**src/rtl/alu_seq.sv**
```systemverilog
// Valid/ready command front-end that registers ALU operands, captures the ALU result and flags,
// and presents them on a result handshake. Optional accumulator enabled by ALU_SEQ_ACC_EN.
module alu_seq #(
    parameter int DWIDTH = 8,
    parameter int CNTW   = 8
) (
    input  logic              clk_i,
    input  logic              rst_ni,
    input  logic              cmd_valid_i,
    output logic              cmd_ready_o,
    input  logic [1:0]        cmd_sel_i,
    input  logic [DWIDTH-1:0] cmd_op1_i,
    input  logic [DWIDTH-1:0] cmd_op2_i,
    input  logic              cmd_acc_i,
    output logic [1:0]        alu_sel_o,
    output logic [DWIDTH-1:0] alu_op1_o,
    output logic [DWIDTH-1:0] alu_op2_o,
    input  logic [DWIDTH-1:0] alu_res_i,
    input  logic              alu_zero_i,
    input  logic              alu_neg_i,
    output logic              res_valid_o,
    input  logic              res_ready_i,
    output logic [DWIDTH-1:0] res_data_o,
    output logic              res_zero_o,
    output logic              res_neg_o,
    output logic [CNTW-1:0]   op_cnt_o
);

    typedef enum logic [1:0] {
        IDLE  = 2'd0,
        ISSUE = 2'd1,
        HOLD  = 2'd2
    } state_t;

    state_t            state_q;
    state_t            state_d;
    logic              accept;
    logic              capture;
    logic              handshake;
    logic [DWIDTH-1:0] op1_sel;

    always_comb begin
        state_d     = state_q;
        cmd_ready_o = 1'b0;
        accept      = 1'b0;
        capture     = 1'b0;
        handshake   = 1'b0;
        case (state_q)
            IDLE: begin
                cmd_ready_o = 1'b1;
                if (cmd_valid_i) begin
                    accept  = 1'b1;
                    state_d = ISSUE;
                end
            end
            ISSUE: begin
                capture = 1'b1;
                state_d = HOLD;
            end
            HOLD: begin
                if (res_ready_i) begin
                    handshake = 1'b1;
                    state_d   = IDLE;
                end
            end
            default: state_d = IDLE;
        endcase
    end

`ifdef ALU_SEQ_ACC_EN
    logic [DWIDTH-1:0] acc_q;

    // Accumulator tracks the most recent ALU result so chained ops can reuse it as op1.
    always_ff @(posedge clk_i) begin
        if (!rst_ni) begin
            acc_q <= '0;
        end else if (capture) begin
            acc_q <= alu_res_i;
        end
    end

    assign op1_sel = cmd_acc_i ? acc_q : cmd_op1_i;
`else
    logic acc_unused;
    assign acc_unused = cmd_acc_i;
    assign op1_sel    = cmd_op1_i;
`endif

    always_ff @(posedge clk_i) begin
        if (!rst_ni) begin
            state_q     <= IDLE;
            alu_sel_o   <= '0;
            alu_op1_o   <= '0;
            alu_op2_o   <= '0;
            res_valid_o <= 1'b0;
            res_data_o  <= '0;
            res_zero_o  <= 1'b0;
            res_neg_o   <= 1'b0;
            op_cnt_o    <= '0;
        end else begin
            state_q <= state_d;
            if (accept) begin
                alu_sel_o <= cmd_sel_i;
                alu_op1_o <= op1_sel;
                alu_op2_o <= cmd_op2_i;
            end
            // Flags are passed through exactly as the ALU reported them.
            if (capture) begin
                res_data_o  <= alu_res_i;
                res_zero_o  <= alu_zero_i;
                res_neg_o   <= alu_neg_i;
                res_valid_o <= 1'b1;
            end
            if (handshake) begin
                res_valid_o <= 1'b0;
                op_cnt_o    <= op_cnt_o + CNTW'(1);
            end
        end
    end

endmodule

```
**config.mk**
```make
export PLATFORM = sky130hd
export DESIGN_NAME = alu_seq
export DESIGN_NICKNAME = d
export VERILOG_FILES = /design/src/rtl/alu_seq.sv
export SDC_FILE = /design/constraint.sdc
export NUM_CORES = 1
export LEC_CHECK = 0
export CAP_MARGIN = 40
export CORE_MARGIN = 2
export CORE_UTILIZATION = 39
export DETAILED_ROUTE_END_ITERATION = 8
export GPL_ROUTABILITY_DRIVEN = 1
export HOLD_SLACK_MARGIN = 0.15
export PLACE_DENSITY = 0.78
export SLEW_MARGIN = 20
export SYNTH_ARGS = -nofsm -noshare
export SYNTH_HDL_FRONTEND = slang
export SYNTH_SLANG_ARGS = --single-unit
```
**constraint.sdc**
```tcl
create_clock -name clk_i -period 1.7 [get_ports clk_i]
set_input_delay 0.425 -clock clk_i [delete_from_list [all_inputs] [get_ports clk_i]]
set_output_delay 0.425 -clock clk_i [all_outputs]
set_load 0.01 [all_outputs]
```
==> flow_summary_export.csv, run 1 <==
group,metric,value,unit
yosys,synth_area_leader_cell,"dfxtp_1",
global_route,grt_overflow,0,
run_status,status,"complete, no violations",
sta,holdWs,0.453,ns
sta,drv_slew,0,
worst_setup_path,start_kind,"register",
route,route.detailed.drc,0,
finish,utilization,64.1,%
yosys,synthTopCellsByCount,"nand2_1, dfxtp_1, a21oi_1, nor2_1, clkbuf_1",
worst_setup_path,r2r_slack,0.36,ns
yosys,synthXorXnorAreaFrac,1.21,%
sta,setup_viol,0,
route,drt_iter0_markers,71,
floorplan,die_y,65.0,um
route,final_antenna_net_count,0,
route,viasPerCell,4.78,
clock_network,cts_sinks,39,
yosys,ys.flop_type,"dfxtp_1",
finish,finalNonFillerCells,296,
global_route,grt_max_degree,24,
worst_setup_path,cp_data_required_time,1.27,ns
hold_path,hold_path_class,"register to register",
pwr,ir_worst_vdd,0.653,mV
sta,rsz0062_at_grt,"false",
job,cap_violations,0,
finish,drive_above_1_share,8.47,%
route,first_pass_iters,4,
sta,hold_viol_final,0,
clock_network,cts_buffer_depth,2,
clock_network,holdBufCountCts,0,
yosys,avgSynthCellArea,8.39,um^2
floorplan,io_pins,71,
yosys,synth_edf_count,0,
yosys,synth.top_cell.area_share,53.8,%
worst_setup_path,worst-path-max-fanout,4,
pwr,power_density,814,nW/um^2
route,vias,1414,
worst_setup_path,crit_family,"buffers and inverters",
clock_network,clk_pin_slew,0.07,ns
yosys,synth_mux_area_share,0.690,%
clock_network,root_buffer,"clkbuf_8",
placed_design,place.gp.congestion,0.725,
yosys,synth_compound_area_share,14.1,%
clock_network,cts_tree,"done",
clock_network,insertion_delay,0.29,ns
sta,post-route-min-period,1.66,ns
route,wl_per_cell,11.0,um
floorplan,start_util,40.2,%
yosys,ys_seq_area_share,53.8,%
yosys,synth.cell_area,1450,um^2
sta,maxSlewHeadroom,69.1,%
yosys,yosys_warnings,0,
finish,area_delta_synth_final,59.2,%
global_route,grt_pass1_wl,5320,um
pwr,swShare,23.9,%
finish,nets,281,
floorplan,die_x,65.0,um
worst_setup_path,critPathSlowestCell,"clkdlybuf4s50_1",
pwr,clockPowerShare,31.1,%
yosys,yosys.area_share.simple,25.4,%
yosys,synth_cell_types,25,
floorplan,core_area,3610,um^2
clock_network,cts_buffers,5,
yosys,synth_fa_ha_area_share,0.862,%
worst_setup_path,slowest_delay,0.56,ns
yosys,syn_inst,173,
placed_design,dp_hpwl,2290,um
pwr,switchingPower,0.450,mW
pwr,power.share.combinational,16.8,%
pwr,seqPwrFrac,52.1,%
sta,period_share,97.8,%
yosys,ys_top_cells_by_area,"dfxtp_1, nand2_1, a21oi_1, nor2_1, nand3b_4",
global_route,grt.total_usage,16.3,%
worst_setup_path,path_class,"register to output port",
pwr,leakagePower,0.873,nW
sta,fin_tns_setup,0,ns
worst_setup_path,arrival,1.24,ns
sta,fin_skew,0.00440,ns
worst_setup_path,cp-end-kind,"output port",
sta,clock.fmax,601,MHz
pwr,fin_total_pwr,1.88,mW
clock_network,htreeDepth,2,
worst_setup_path,cp_cell_sequence,"clkdlybuf4s50_1",
finish,nFillCells,319,
placed_design,dp_cells,288,
yosys,yosys_register_bits,39,
floorplan,dieArea,4230,um^2
yosys,async_reset_ff_share,0,%
floorplan,rows,22,
yosys,synth_most_common_cell,"nand2_1",
global_route,grt_pass1_vias,1289,
placed_design,io_buffers,69,
yosys,synth_fp_nets,207,
worst_setup_path,critPathBufInv,1,
yosys,synth_top_family_by_area,"simple AND/OR/NAND/NOR gates",
pwr,p_int,1.43,mW
global_route,antenna_found_initial,0,
finish,diodes,0,
sta,tightest_slew,0.462,ns
route,routed_wl,3260,um
[cells by family (layout without fill, tap and decap cells)]
| logic type | Yosys count | count (layout) |
|---|---|---|
| compound gates | 40 | 40 |
| xor+xnor | 2 | 2 |
| fa+ha+maj | 1 | 1 |
| buf+inv | 11 | 86 |
| flops | 39 | 39 |
| mux | 1 | 1 |
| simple gates | 79 | 79 |
[power by group through the flow]
stage               Combinational [mW]  Clock [mW]  Sequential (mW)
global route                     0.351       0.647            0.986
global placement                 0.316           0             1.00
detailed placement               0.320           0             1.00
floorplan                        0.108           0             1.02
finish                           0.316       0.585            0.981
CTS                              0.320       0.605            0.982
[placed cells by master (no fill, tap or decap), types with 2 or more instances in the layout]
cell / n
o21ai_0: 4
clkbuf_1: 2
clkdlybuf4s50_1: 67
nor2_1: 6
xor2_1: 2
nand2_1: 58
dfxtp_1: 36
or3_1: 3
buf_4: 7
dfxtp_2: 3
or4_1: 2
o31ai_1: 2
nand4_1: 2
a21oi_1: 34
clkbuf_8: 5
[stage by stage]
stage | setup slack (ns) | cell area [um^2]
global placement | -0.0945 | 2220
global route | 0.00434 | 2310
finish | 0.0368 | 2310
detailed placement | -0.136 | 2220
CTS | 0.000139 | 2300
floorplan | 0.376 | 1450
[layer usage]
layer  track usage [%]  part of all wire (%)
met1              17.2                    43
met2              28.7                    48
met3              6.77                   7.9
met4              6.38                   1.6
met5                 0                     0
[cell type report]
| class | count | area [um^2] | area share [%] |
|---|---|---|---|
| clock buffer | 7 | 76.3 | 3.30 |
| clock inverter | 1 | 5.00 | 0.217 |
| inverter | 1 | 3.75 | 0.162 |
| multi-input combinational | 123 | 617 | 26.7 |
| sequential | 39 | 785 | 33.9 |
| tap | 48 | 60.1 | 2.60 |
| timing repair buffer | 77 | 764 | 33.1 |
[final timing paths]
kind	end	depth (start not counted)	startpoint
setup / recovery	op_cnt_o[0]	1	op_cnt_o[0]$_SDFFE_PN0P_
hold / removal	alu_op2_o[1]$_SDFFE_PN0P_	2	alu_op2_o[1]$_SDFFE_PN0P_
setup reg to reg	op_cnt_o[7]$_SDFFE_PN0P_	4	state_q[1]$_SDFFE_PN0P_
hold reg to reg	alu_op2_o[1]$_SDFFE_PN0P_	2	alu_op2_o[1]$_SDFFE_PN0P_
[registers in the layout, summed over array words and instances (netlist names)]
signal,count
state_q,2
alu_op2_o,8
res_data_o,8
res_zero_o,1
alu_op1_o,8
alu_sel_o,2
res_neg_o,1
res_valid_o,1
op_cnt_o,8
[repair_timing]
item / CTS / global route
resized for setup: 2 / 4
setup endpoints to repair: 2 / 4
buffers inserted: 0 / 0
Note: power is estimated with default switching activity, not from simulation.
==> run 2, diff against run 1 <==
Settings changed: REMOVE_ABC_BUFFERS set to 1.
==> flow_summary_export.csv, run 2 (synthesis results as in run 1) <==
group,metric,value,unit
worst_setup_path,path_class,"register to output port",
sta,setup_viol,0,
route,wl_per_cell,11.2,um
worst_setup_path,cp-end-kind,"output port",
sta,post-route-min-period,1.65,ns
sta,rsz0062_at_grt,"false",
placed_design,io_buffers,69,
finish,final_cell_mix,"clkdlybuf4s50_1, nand2_1, dfxtp_1",
pwr,p_int,1.52,mW
run_status,status,"complete, no violations",
pwr,power_density,834,nW/um^2
route,first_pass_iters,4,
finish,area_delta_synth_final,62.9,%
clock_network,cts_setup_buffers,0,
placed_design,place.gp.congestion,0.700,
floorplan,die_y,65.0,um
clock_network,cts_buffers,5,
sta,fin_skew,0.00276,ns
route,final_antenna_net_count,0,
job,cap_violations,0,
route,vias,1417,
clock_network,cts_buffer_depth,2,
floorplan,core_area,3610,um^2
sta,drv_slew,0,
finish,drive_above_1_share,9.96,%
pwr,seqPwrFrac,49.6,%
floorplan,start_util,40.2,%
route,routed_wl,3360,um
placed_design,dp_hpwl,2470,um
global_route,grt_pass1_vias,1375,
worst_setup_path,critPathSlowestCell,"clkdlybuf4s50_1",
global_route,grt_overflow,0,
clock_network,holdBufCountCts,0,
sta,maxSlewHeadroom,72.5,%
route,drt_iter0_markers,91,
route,route.detailed.drc,0,
worst_setup_path,crit_family,"buffers and inverters",
sta,holdWs,0.454,ns
pwr,leakagePower,0.889,nW
worst_setup_path,critPathBufInv,1,
global_route,grt_max_degree,27,
worst_setup_path,cp_data_required_time,1.27,ns
sta,hold_viol_final,0,
sta,tightest_slew,0.413,ns
worst_setup_path,cp_cell_sequence,"clkdlybuf4s50_1",
floorplan,dieArea,4230,um^2
floorplan,die_x,65.0,um
pwr,power.share.combinational,16.8,%
global_route,antenna_found_initial,0,
worst_setup_path,arrival,1.22,ns
clock_network,cts_tree,"done",
global_route,grt_pass1_wl,5730,um
route,viasPerCell,4.74,
clock_network,htreeDepth,2,
floorplan,io_pins,71,
sta,clock.fmax,606,MHz
worst_setup_path,slowest_delay,0.56,ns
pwr,swShare,22.7,%
clock_network,insertion_delay,0.28,ns
hold_path,hold_path_class,"register to register",
sta,period_share,97.0,%
pwr,fin_total_pwr,1.97,mW
pwr,ir_worst_vdd,0.560,mV
pwr,switchingPower,0.449,mW
clock_network,clk_pin_slew,0.07,ns
clock_network,cts_sinks,39,
finish,diodes,0,
finish,nets,284,
floorplan,rows,22,
global_route,grt.total_usage,17.4,%
worst_setup_path,worst-path-max-fanout,5,
clock_network,root_buffer,"clkbuf_8",
pwr,clockPowerShare,33.6,%
worst_setup_path,start_kind,"register",
finish,final_common_cell,"clkdlybuf4s50_1",
-- run 2: changes by cell type in the layout (fill, tap and decap cells not counted) --
cell	before	now
dlygate4sd2_1	1	0
clkbuf_1	2	1
dfxtp_2	3	4
nor2b_1	0	1
dfxtp_1	36	35
clkdlybuf4s50_1	67	68
buf_4	7	9
buf_12	1	2
clkbuf_8	5	7
nor2b_2	1	0
clkinv_2	1	0
-- run 2: per-layer routing --
layer	up-vias	routed length [um]	global-route usage [%]	part of all wire (%)
met2	47	1670	30.5	50
li1	729	-	-	-
met5	-	0	0	0
met1	639	1410	19.4	42
met3	2	261	6.77	7.8
met4	0	12	4.79	0.36
-- run 2: stage by stage --
| step | utilization, % | instances | setup TNS [ns] | area (um^2) | worst slack (ns) |
|---|---|---|---|---|---|
| after global routing | 65.6 | 299 | 0 | 2360 | 0.00414 |
| final | 65.6 | 299 | 0 | 2360 | 0.0507 |
| after floorplan | - | 163 | 0 | 1400 | 0.374 |
| after CTS | 65.4 | 299 | 0 | 2360 | 0.00132 |
| after detailed placement | 62.6 | 291 | -0.447 | 2260 | -0.0962 |
| after global placement | 62.6 | 291 | -0.258 | 2260 | -0.0696 |
-- run 2: final cells by class --
cell class                 instances  area [um^2]
timing repair buffer              80          801
clock buffer                       8          100
multi-input combinational        123          614
tap                               48         60.1
sequential                        39          786
fill                             322         1240
inverter                           1         3.75
-- run 2: repair_timing --
item / CTS / global route
pin swaps: 0 / 0
resized for setup: 1 / 4
setup endpoints to repair: 1 / 4
-- run 2: final timing paths --
path	cells past startpoint	slack (ns)	from	endpoint
max	1	0.05	op_cnt_o[5]$_SDFFE_PN0P_	op_cnt_o[5]
min	2	0.45	res_data_o[4]$_SDFFE_PN0N_	res_data_o[4]$_SDFFE_PN0N_
max reg2reg	4	0.35	state_q[0]$_SDFFE_PN0P_	op_cnt_o[5]$_SDFFE_PN0P_
min reg2reg	2	0.45	res_data_o[4]$_SDFFE_PN0N_	res_data_o[4]$_SDFFE_PN0N_
-- run 2: power groups by stage --
stage | Clock (mW) | Sequential [mW] | Combinational, mW
after CTS | 0.694 | 0.979 | 0.336
after global routing | 0.729 | 0.984 | 0.364
after floorplan | 0 | 1.02 | 0.0911
after detailed placement | 0 | 1.00 | 0.335
after global placement | 0 | 0.998 | 0.332
final | 0.664 | 0.979 | 0.331
-- run 2: tightest hold or removal path, delay by kind of cell (launching register included) --
| kind | cells | cell delay [ns] |
|---|---|---|
| AO/OA/AOI/OAI | 1 | 0.05 |
| flip-flops | 1 | 0.31 |
| AND/OR/NAND/NOR | 1 | 0.05 |
==> run 3, diff against run 2 <==
Settings changed: REMOVE_ABC_BUFFERS 1 to not set, SKIP_LAST_GASP set to 1.
==> results of run 3 <==
The final DEF is identical to that of run 1; final timing and power are the same.
